$ cat src/rtl/uni_shift_seq_pkg.sv
// Shared encodings for the universal shift register command sequencer:
// command ops, shift-register mode selects and FSM states.
package usr_pkg;

    typedef enum logic [1:0] {
        OP_LOAD = 2'b00,
        OP_SHR  = 2'b01,
        OP_SHL  = 2'b10,
        OP_RSV  = 2'b11
    } op_e;

    typedef enum logic [1:0] {
        SEL_HOLD = 2'b00,
        SEL_SHR  = 2'b01,
        SEL_SHL  = 2'b10,
        SEL_LOAD = 2'b11
    } sel_e;

    typedef enum logic [1:0] {
        ST_IDLE  = 2'b00,
        ST_LOAD  = 2'b01,
        ST_SHIFT = 2'b10,
        ST_DONE  = 2'b11
    } state_e;

    // Mode select for a shift op; only ever called with OP_SHR or OP_SHL.
    function automatic sel_e shift_sel(input op_e op);
        return (op == OP_SHL) ? SEL_SHL : SEL_SHR;
    endfunction

endpackage

$ cat src/rtl/uni_shift_seq_shift_cnt.sv
// Loadable down-counter for the number of remaining shift cycles.
// Saturates at zero rather than wrapping.
module shift_cnt #(
    parameter int CNT_W = 3
) (
    input  logic             CLK,
    input  logic             clr,
    input  logic             load,
    input  logic             dec,
    input  logic [CNT_W-1:0] din,
    output logic [CNT_W-1:0] count,
    output logic             zero
);

    // NOTE: state uses non-blocking assignments and an async active-low clear in the sensitivity list.
    always_ff @(posedge CLK or negedge clr) begin
        if (!clr) begin
            count <= '0;
        end else if (load) begin
            count <= din;
        end else if (dec && (count != '0)) begin
            count <= count - CNT_W'(1);
        end
    end

    assign zero = (count == '0);

endmodule

$ cat src/rtl/uni_shift_seq.sv
// Command sequencer for a 4-bit universal shift register: turns one accepted
// load/shift command into registered mode selects, fill bits and a done pulse.
module uni_shift_seq
    import usr_pkg::*;
#(
    parameter int WIDTH = 4,
    parameter int CNT_W = 3
) (
    input  logic             CLK,
    input  logic             clr,
    input  logic             cmd_valid,
    output logic             cmd_ready,
    input  logic [1:0]       cmd_op,
    input  logic             cmd_rot,
    input  logic             cmd_fill,
    input  logic [CNT_W-1:0] cmd_cnt,
    input  logic [WIDTH-1:0] cmd_data,
    input  logic [WIDTH-1:0] reg_fb,
    output logic             s1,
    output logic             s0,
    output logic             MSB_in,
    output logic             LSB_in,
    output logic [WIDTH-1:0] reg_in,
    output logic             done,
    output logic             err
);

    state_e           state, state_next;
    sel_e             sel, sel_next;
    logic [WIDTH-1:0] reg_in_next;
    logic             done_next, err_next;
    op_e              op_q, cmd_op_e;
    logic             rot_q, fill_q, latch;
    logic             cnt_load, cnt_dec, cnt_zero;
    logic [CNT_W-1:0] cnt_q;
    logic             unused_fb_mid;

    assign cmd_op_e      = op_e'(cmd_op);
    assign unused_fb_mid = ^reg_fb[WIDTH-2:1];

    shift_cnt #(.CNT_W(CNT_W)) u_cnt (
        .CLK   (CLK),
        .clr   (clr),
        .load  (cnt_load),
        .dec   (cnt_dec),
        .din   (cmd_cnt),
        .count (cnt_q),
        .zero  (cnt_zero)
    );

    // Outputs are registered from the next state so selects line up with the state they belong to.
    always_comb begin
        // NOTE: every comb output gets a default first so no path infers a latch.
        state_next  = state;
        sel_next    = SEL_HOLD;
        reg_in_next = '0;
        done_next   = 1'b0;
        err_next    = 1'b0;
        latch       = 1'b0;
        cnt_load    = 1'b0;
        cnt_dec     = 1'b0;
        case (state)
            ST_IDLE: begin
                if (cmd_valid) begin
                    latch = 1'b1;
                    case (cmd_op_e)
                        OP_LOAD: begin
                            state_next  = ST_LOAD;
                            sel_next    = SEL_LOAD;
                            reg_in_next = cmd_data;
                        end
                        OP_SHR, OP_SHL: begin
                            if (cmd_cnt != '0) begin
                                state_next = ST_SHIFT;
                                sel_next   = shift_sel(cmd_op_e);
                                cnt_load   = 1'b1;
                            end else begin
                                state_next = ST_DONE;
                                done_next  = 1'b1;
                            end
                        end
                        default: begin
                            state_next = ST_DONE;
                            done_next  = 1'b1;
                            err_next   = 1'b1;
                        end
                    endcase
                end
            end
            ST_LOAD: begin
                state_next = ST_DONE;
                done_next  = 1'b1;
            end
            ST_SHIFT: begin
                cnt_dec = 1'b1;
                if ((cnt_q == CNT_W'(1)) || cnt_zero) begin
                    state_next = ST_DONE;
                    done_next  = 1'b1;
                end else begin
                    sel_next = shift_sel(op_q);
                end
            end
            default: state_next = ST_IDLE;
        endcase
    end

    always_ff @(posedge CLK or negedge clr) begin
        if (!clr) begin
            state  <= ST_IDLE;
            sel    <= SEL_HOLD;
            reg_in <= '0;
            done   <= 1'b0;
            err    <= 1'b0;
            op_q   <= OP_LOAD;
            rot_q  <= 1'b0;
            fill_q <= 1'b0;
        end else begin
            state  <= state_next;
            sel    <= sel_next;
            reg_in <= reg_in_next;
            done   <= done_next;
            err    <= err_next;
            if (latch) begin
                op_q   <= cmd_op_e;
                rot_q  <= cmd_rot;
                fill_q <= cmd_fill;
            end
        end
    end

    assign cmd_ready = (state == ST_IDLE);
    assign s1        = sel[1];
    assign s0        = sel[0];

    // Rotate takes the bit falling off the opposite end of the live register.
    assign MSB_in = (state == ST_SHIFT) && (rot_q ? reg_fb[0]       : fill_q);
    assign LSB_in = (state == ST_SHIFT) && (rot_q ? reg_fb[WIDTH-1] : fill_q);

endmodule
$ cat config.mk
export PLATFORM = sky130hd
export DESIGN_NAME = uni_shift_seq
export DESIGN_NICKNAME = d
export VERILOG_FILES = /design/src/rtl/uni_shift_seq_pkg.sv /design/src/rtl/uni_shift_seq_shift_cnt.sv /design/src/rtl/uni_shift_seq.sv
export SDC_FILE = /design/constraint.sdc
export NUM_CORES = 1
export LEC_CHECK = 0
export CAP_MARGIN = 0
export CORE_AREA = 3 3 48 50
export CTS_BUF_LIST = sky130_fd_sc_hd__clkbuf_4 sky130_fd_sc_hd__clkbuf_8
export DETAILED_ROUTE_END_ITERATION = 10
export DIE_AREA = 0 0 51 53
export PLACE_DENSITY = 0.88
export SYNTH_ARGS = -nofsm -noshare
export SYNTH_HDL_FRONTEND = slang
export SYNTH_SLANG_ARGS = --single-unit
$ cat constraint.sdc
create_clock -name CLK -period 4.2 [get_ports CLK]
set_input_delay 0.84 -clock CLK [delete_from_list [all_inputs] [get_ports CLK]]
set_output_delay 0.84 -clock CLK [all_outputs]
set_load 0.02 [all_outputs]
Word level (Yosys, flattened, before mapping)
Cells that the tools add are included.
{ "word_totals": {"ff_bits": 17, "latch_bits": 0, "ram_bits": 0, "mem_bits_ro": 0, "input_bits": 18, "wordCells": 65, "n_memories": 0} }
{ "op_classes": {"n_addsub": 1, "n_mul": 0, "n_div": 0, "n_lt_le_gt_ge": 0, "n_eq_ne": 8, "shift": 0, "n_mux": 34, "bitwise_logic": 0, "n_reduce_logical": 13} }
{ "ops": {"columns": ["operator", "count"], "rows": [
  ["$mux W1", 16],
  ["$mux W2", 7],
  ["$mux W4", 3],
  ["$pmux W2 S2", 3],
  ["$eq A2 B2 Y1 const B", 3],
  ["$mux W3", 2],
  ["$pmux W2 S3", 1],
  ["$reduce_bool A3 Y1", 2],
  ["$eq A2 B1 Y1 const B", 2],
  ["$logic_not A2 Y1", 2],
  ["$ne A2 B2 Y1 const B", 2],
  ["$eq A3 B1 Y1 const B", 1],
  ["$logic_and A1 B1 Y1", 3],
  ["$logic_not A3 Y1", 1],
  ["$pmux W1 S3", 1],
  ["$reduce_or A3 Y1", 1],
  ["$sub A3 B1 Y3 const B", 1],
  ["$pmux W1 S2", 1],
  ["$reduce_and A2 Y1", 1],
  ["$reduce_bool A2 Y1", 1],
  ["$reduce_or A2 Y1", 1],
  ["$logic_or A1 B1 Y1", 1]
]} }

Longest topological paths before layout
{ "depth": {"ltp_word": 6, "depth_mapped": 7} }

By module
From an unflattened synthesis, not the netlist that was laid out.
{ "unflattened": {"hier_cells": 92, "hier_area_um2": 953.4} }
{ "modules_own_cells": {"columns": ["module", "instances", "cells_per_inst", "area_each_um2", "seq_area_each_um2"], "rows": [
  ["uni_shift_seq", 1, 73, 745.7, 350.3],
  ["shift_cnt", 1, 19, 207.7, 75.1]
]} }

Worst setup path after synthesis
No wires, ideal clock.
{ "synth_path": {"path_kind": "input port to output port", "startpoint": "input port reg_fb[0]", "endpoint": "output port MSB_in", "arrival_ns": 1.388, "required_time_ns": 3.360, "path_slack_ns": 1.972, "path_stages": 2, "cell_sequence": "nand2_1 a21boi_0"} }
{ "synth_via": {"elab_chain_cells": 2} }
{ "synth_rtl": {"columns": ["element", "line", "rtl"], "rows": [
  ["start, declared", "uni_shift_seq.sv:18", "input logic [WIDTH-1:0] reg_fb,"],
  ["$mux W1", "uni_shift_seq.sv:136", "assign MSB_in = (state == ST_SHIFT) && (rot_q ? reg_fb[0] : fill_q);"],
  ["$logic_and A1 B1 Y1", "uni_shift_seq.sv:136", null],
  ["end, declared", "uni_shift_seq.sv:21", "output logic MSB_in,"]
]} }
No other way between the ends.

Worst setup path in the final report
{ "layout_path": {"startpoint": "input port reg_fb[3]", "endpoint": "output port LSB_in"} }
{ "layout_via": {"elab_chain_cells": 2} }
{ "layout_rtl": {"columns": ["element", "line", "rtl"], "rows": [
  ["$mux W1", "uni_shift_seq.sv:137", "assign LSB_in = (state == ST_SHIFT) && (rot_q ? reg_fb[WIDTH-1] : fill_q);"],
  ["$logic_and A1 B1 Y1", "uni_shift_seq.sv:137", null],
  ["end, declared", "uni_shift_seq.sv:22", "output logic LSB_in,"]
]} }
No other way between the ends.

==> results.sh <==
export IMPL_status="finished, final reports clean"
export IMPL_grt_pass1_wl_mm=3.36
export IMPL_synth_net_count=123
export IMPL_min_path_type="flop to flop"
export IMPL_cp_cell_sequence="clkdlybuf4s50_1 -> nand2_1 -> a21boi_0 -> clkdlybuf4s50_1"
export IMPL_p_seq_share_pct=33.9
export IMPL_die_x_um=51
export IMPL_worstPathRequired_ns=3.36
export IMPL_final_util_pct=65.3
export IMPL_grt_max_degree=18
export IMPL_drt_iter0_markers=17
export IMPL_area_delta_synth_final_pct=33.1
export IMPL_yosys_register_bits=17
export IMPL_worstPathArrival_ns=2.20
export IMPL_power_leakage_nw=0.606
export IMPL_ys_async_sr_fraction_pct=100
export IMPL_clk_latency_ns=0.29
export IMPL_h_tree_depth=1
export IMPL_tightest_slew_ns=0.755
export IMPL_cts_buffers=3
export IMPL_synthAdderAreaFrac_pct=13.1
export IMPL_totalWireLength_mm=2.02
export IMPL_crit_path_start_kind="input pin"
export IMPL_yosys_area_share_simple_pct=18.1
export IMPL_crit_path_frequent_cell="clkdlybuf4s50_1"
export IMPL_cpPeakStageDelay_ns=0.64
export IMPL_synthTopCellsByArea="dfrtp_1 (45%), ha_1 (13%), nand2_1 (4.3%), inv_1 (3.9%), and3_1 (3.3%)"
export IMPL_insertedDiodeCount=0
export IMPL_power_density_mw_per_mm2=582
export IMPL_postCtsSetupRepairBufs=0
export IMPL_maxCapViolations=0
export IMPL_peakVddDrop_v=0.000361
export IMPL_die_area_mm2=0.00270
export IMPL_r2r_setup_slack_ns=2.34
export IMPL_slew_limit_headroom_pct=49.5
export IMPL_clock_path_buffers=2
export IMPL_crit_type="input pin to primary output"
export IMPL_synth_top_family_by_area="simple AND/OR/NAND/NOR gates"
export IMPL_drive_gt1_share_pct=6.50
export IMPL_grt_ovfl_total=0
export IMPL_antenna_found_initial=0
export IMPL_power_frac_comb_pct=53.6
export IMPL_ant_nets=0
export IMPL_clkTransAtPathRegs_ns=0.09
export IMPL_hpwl_mm=1.64
export IMPL_final_area_mm2=0.00127
export IMPL_synthFlopType="dfrtp_1"
export IMPL_cts_root_buffer="clkbuf_4"
export IMPL_place_area_mm2=0.00124
export IMPL_synth_compound_area_share_pct=13.5
export IMPL_first_pass_iters=4
export IMPL_synth_top_area_cell="dfrtp_1"
export IMPL_io_pins=29
export IMPL_final_period_utilization_pct=72.5
export IMPL_drc=0
export IMPL_setup_viol=0
export IMPL_yosysWarnings=0
export IMPL_synthXorXnorAreaFrac_pct=0.919
export IMPL_synth_edf_count=0
export IMPL_port_buffers=26
export IMPL_fin_skew_ns=0.00309
export IMPL_setup_tns_ns=0
export IMPL_grtUsageTotal_pct=17.1
export IMPL_routedWlPerCell_um=13.5
export IMPL_vias_per_cell=5.24
export IMPL_gp_congestion=0.769
export IMPL_rows=16
export IMPL_slew_violations=0
export IMPL_p_switching_w=0.000283
export IMPL_die_height_um=53
export IMPL_synth_top_cell_area_share_pct=44.6
export IMPL_crit_slowest_cell="clkdlybuf4s50_1"
export IMPL_ys_seq_area_share_pct=44.6
export IMPL_hold_buffers=0
export IMPL_cts_tree="built"
export IMPL_power_internal_w=0.000455
export IMPL_nFillCells=174
export IMPL_post_synth_num_cell_types=31
export IMPL_period_minus_slack_ns=3.04
export IMPL_clock_sinks=17
export IMPL_avgSynthCellArea_um2=10.0
export IMPL_swShare_pct=38.4
export IMPL_max_freq_mhz=329
export IMPL_grt_setup_unrepaired="no"
export IMPL_end_kind="primary output"
export IMPL_hold_viol_final=0
export IMPL_crit_fanout=1
export IMPL_start_util_pct=49.1
export IMPL_synthCells=95
export IMPL_fin_nets=152
export IMPL_core_mm2=0.00194
export IMPL_grt_pass1_vias=806
export IMPL_vias=786
export IMPL_synthesis_area_um2=953
export IMPL_synthMuxAreaShare_pct=4.86
export IMPL_cts_resized=0
export IMPL_clkPwrFrac_pct=12.5
through the flow:
stage | setup WS [ns] | total power [W] | hold slack, ns | cells
after CTS | 1.15 | 0.000747 | 0.496 | 150
after global placement | 1.24 | 0.000629 | 0.459 | 146
after global routing | 1.11 | 0.000805 | 0.532 | 150
after floorplan | 1.97 | 0.000528 | 0.441 | 95
final | 1.16 | 0.000738 | 0.493 | 150
after detailed placement | 1.15 | 0.000653 | 0.474 | 146
worst max-delay path, delay by kind of cell:
kind,cells,cell delay (ns)
AOI/OAI and AO/OA,1,0.21
buffers and inverters,2,1.10
and+or+nand+nor,1,0.05
cell usage after synthesis (2+ instances only):
cell / instances
and3_1: 5
o21ai_0: 6
mux2i_1: 2
dfrtp_1: 17
inv_1: 10
a21boi_0: 2
nor2b_1: 2
a31oi_1: 2
nand3_1: 3
nand2_1: 11
nand2b_1: 4
o31ai_1: 2
nor2_1: 2
ha_1: 10
per-layer routing:
layer  global-route usage (%)  part of all wire [%]  up-vias
met3                     4.23                   5.7        2
met1                     17.5                    41      371
met5                        0                     0        -
met4                     8.07                  0.59        0
met2                     32.2                    53       28
li1                         -                     -      385
power groups by stage:
stage / clock [W] / combinational, W / sequential (W)
floorplan: 0 / 0.000264 / 0.000264
global placement: 0 / 0.000379 / 0.000250
detailed placement: 0 / 0.000398 / 0.000254
CTS: 0.0000964 / 0.000400 / 0.000250
global route: 0.000105 / 0.000442 / 0.000258
finish: 0.0000922 / 0.000396 / 0.000251
logic make-up (layout without fill, tap and decap cells):
kind of cell / Yosys count / count (layout)
AND/OR/NAND/NOR: 32 / 32
XOR/XNOR: 1 / 1
adder cells (fa/ha/maj): 10 / 10
buffers and inverters: 12 / 40
multiplexers: 4 / 4
flip-flops: 17 / 17
AO/OA/AOI/OAI: 19 / 19
registers in the layout, indices dropped and copies added (netlist names):
register	count
u_cnt.count	3
err	1
state	2
fill_q	1
reg_in	4
done	1
sel	2
op_q	2
rot_q	1
area by class of cell:
type | count | area, um2 | area share [%]
timing repair buffer | 26 | 260 | 20.5
clock buffer | 4 | 30.0 | 2.37
tap | 27 | 33.8 | 2.66
sequential | 17 | 425 | 33.5
inverter | 10 | 37.5 | 2.96
multi-input combinational | 66 | 482 | 38.0
path summary, 6_finish.rpt:
path / cells after the start / end / startpoint
setup / recovery: 4 / LSB_in / reg_fb[3]
hold / removal: 2 / op_q[0]$_DFFE_PN0P_ / op_q[0]$_DFFE_PN0P_
setup reg to reg: 5 / u_cnt.count[2]$_DFFE_PN0P_ / state[1]$_DFFE_PN0P_
hold reg to reg: 2 / op_q[0]$_DFFE_PN0P_ / op_q[0]$_DFFE_PN0P_
max in group asynchronous: 1 / state[0]$_DFFE_PN0P_ / clr
min in group asynchronous: 1 / reg_in[0]$_DFF_PN0_ / clr
cells in the final DEF (no fill, tap or decap), drive strengths merged:
master / count
o22a: 1
nor3: 1
inv: 10
nand2b: 4
a311oi: 1
and3: 6
clkdlybuf4s50: 26
dfrtp: 17
o22ai: 1
xnor2: 1
a31oi: 2
mux2i: 2
or3: 2
o21bai: 1
a22o: 1
clkbuf: 4
ha: 10
and2: 1
nor2: 2
o221ai: 1
o21ai: 6
o21a: 1
nand3: 3
o31ai: 2
a21boi: 2
mux2: 2
nor2b: 2
nand2: 11
Power figures use the tool's default switching activity.
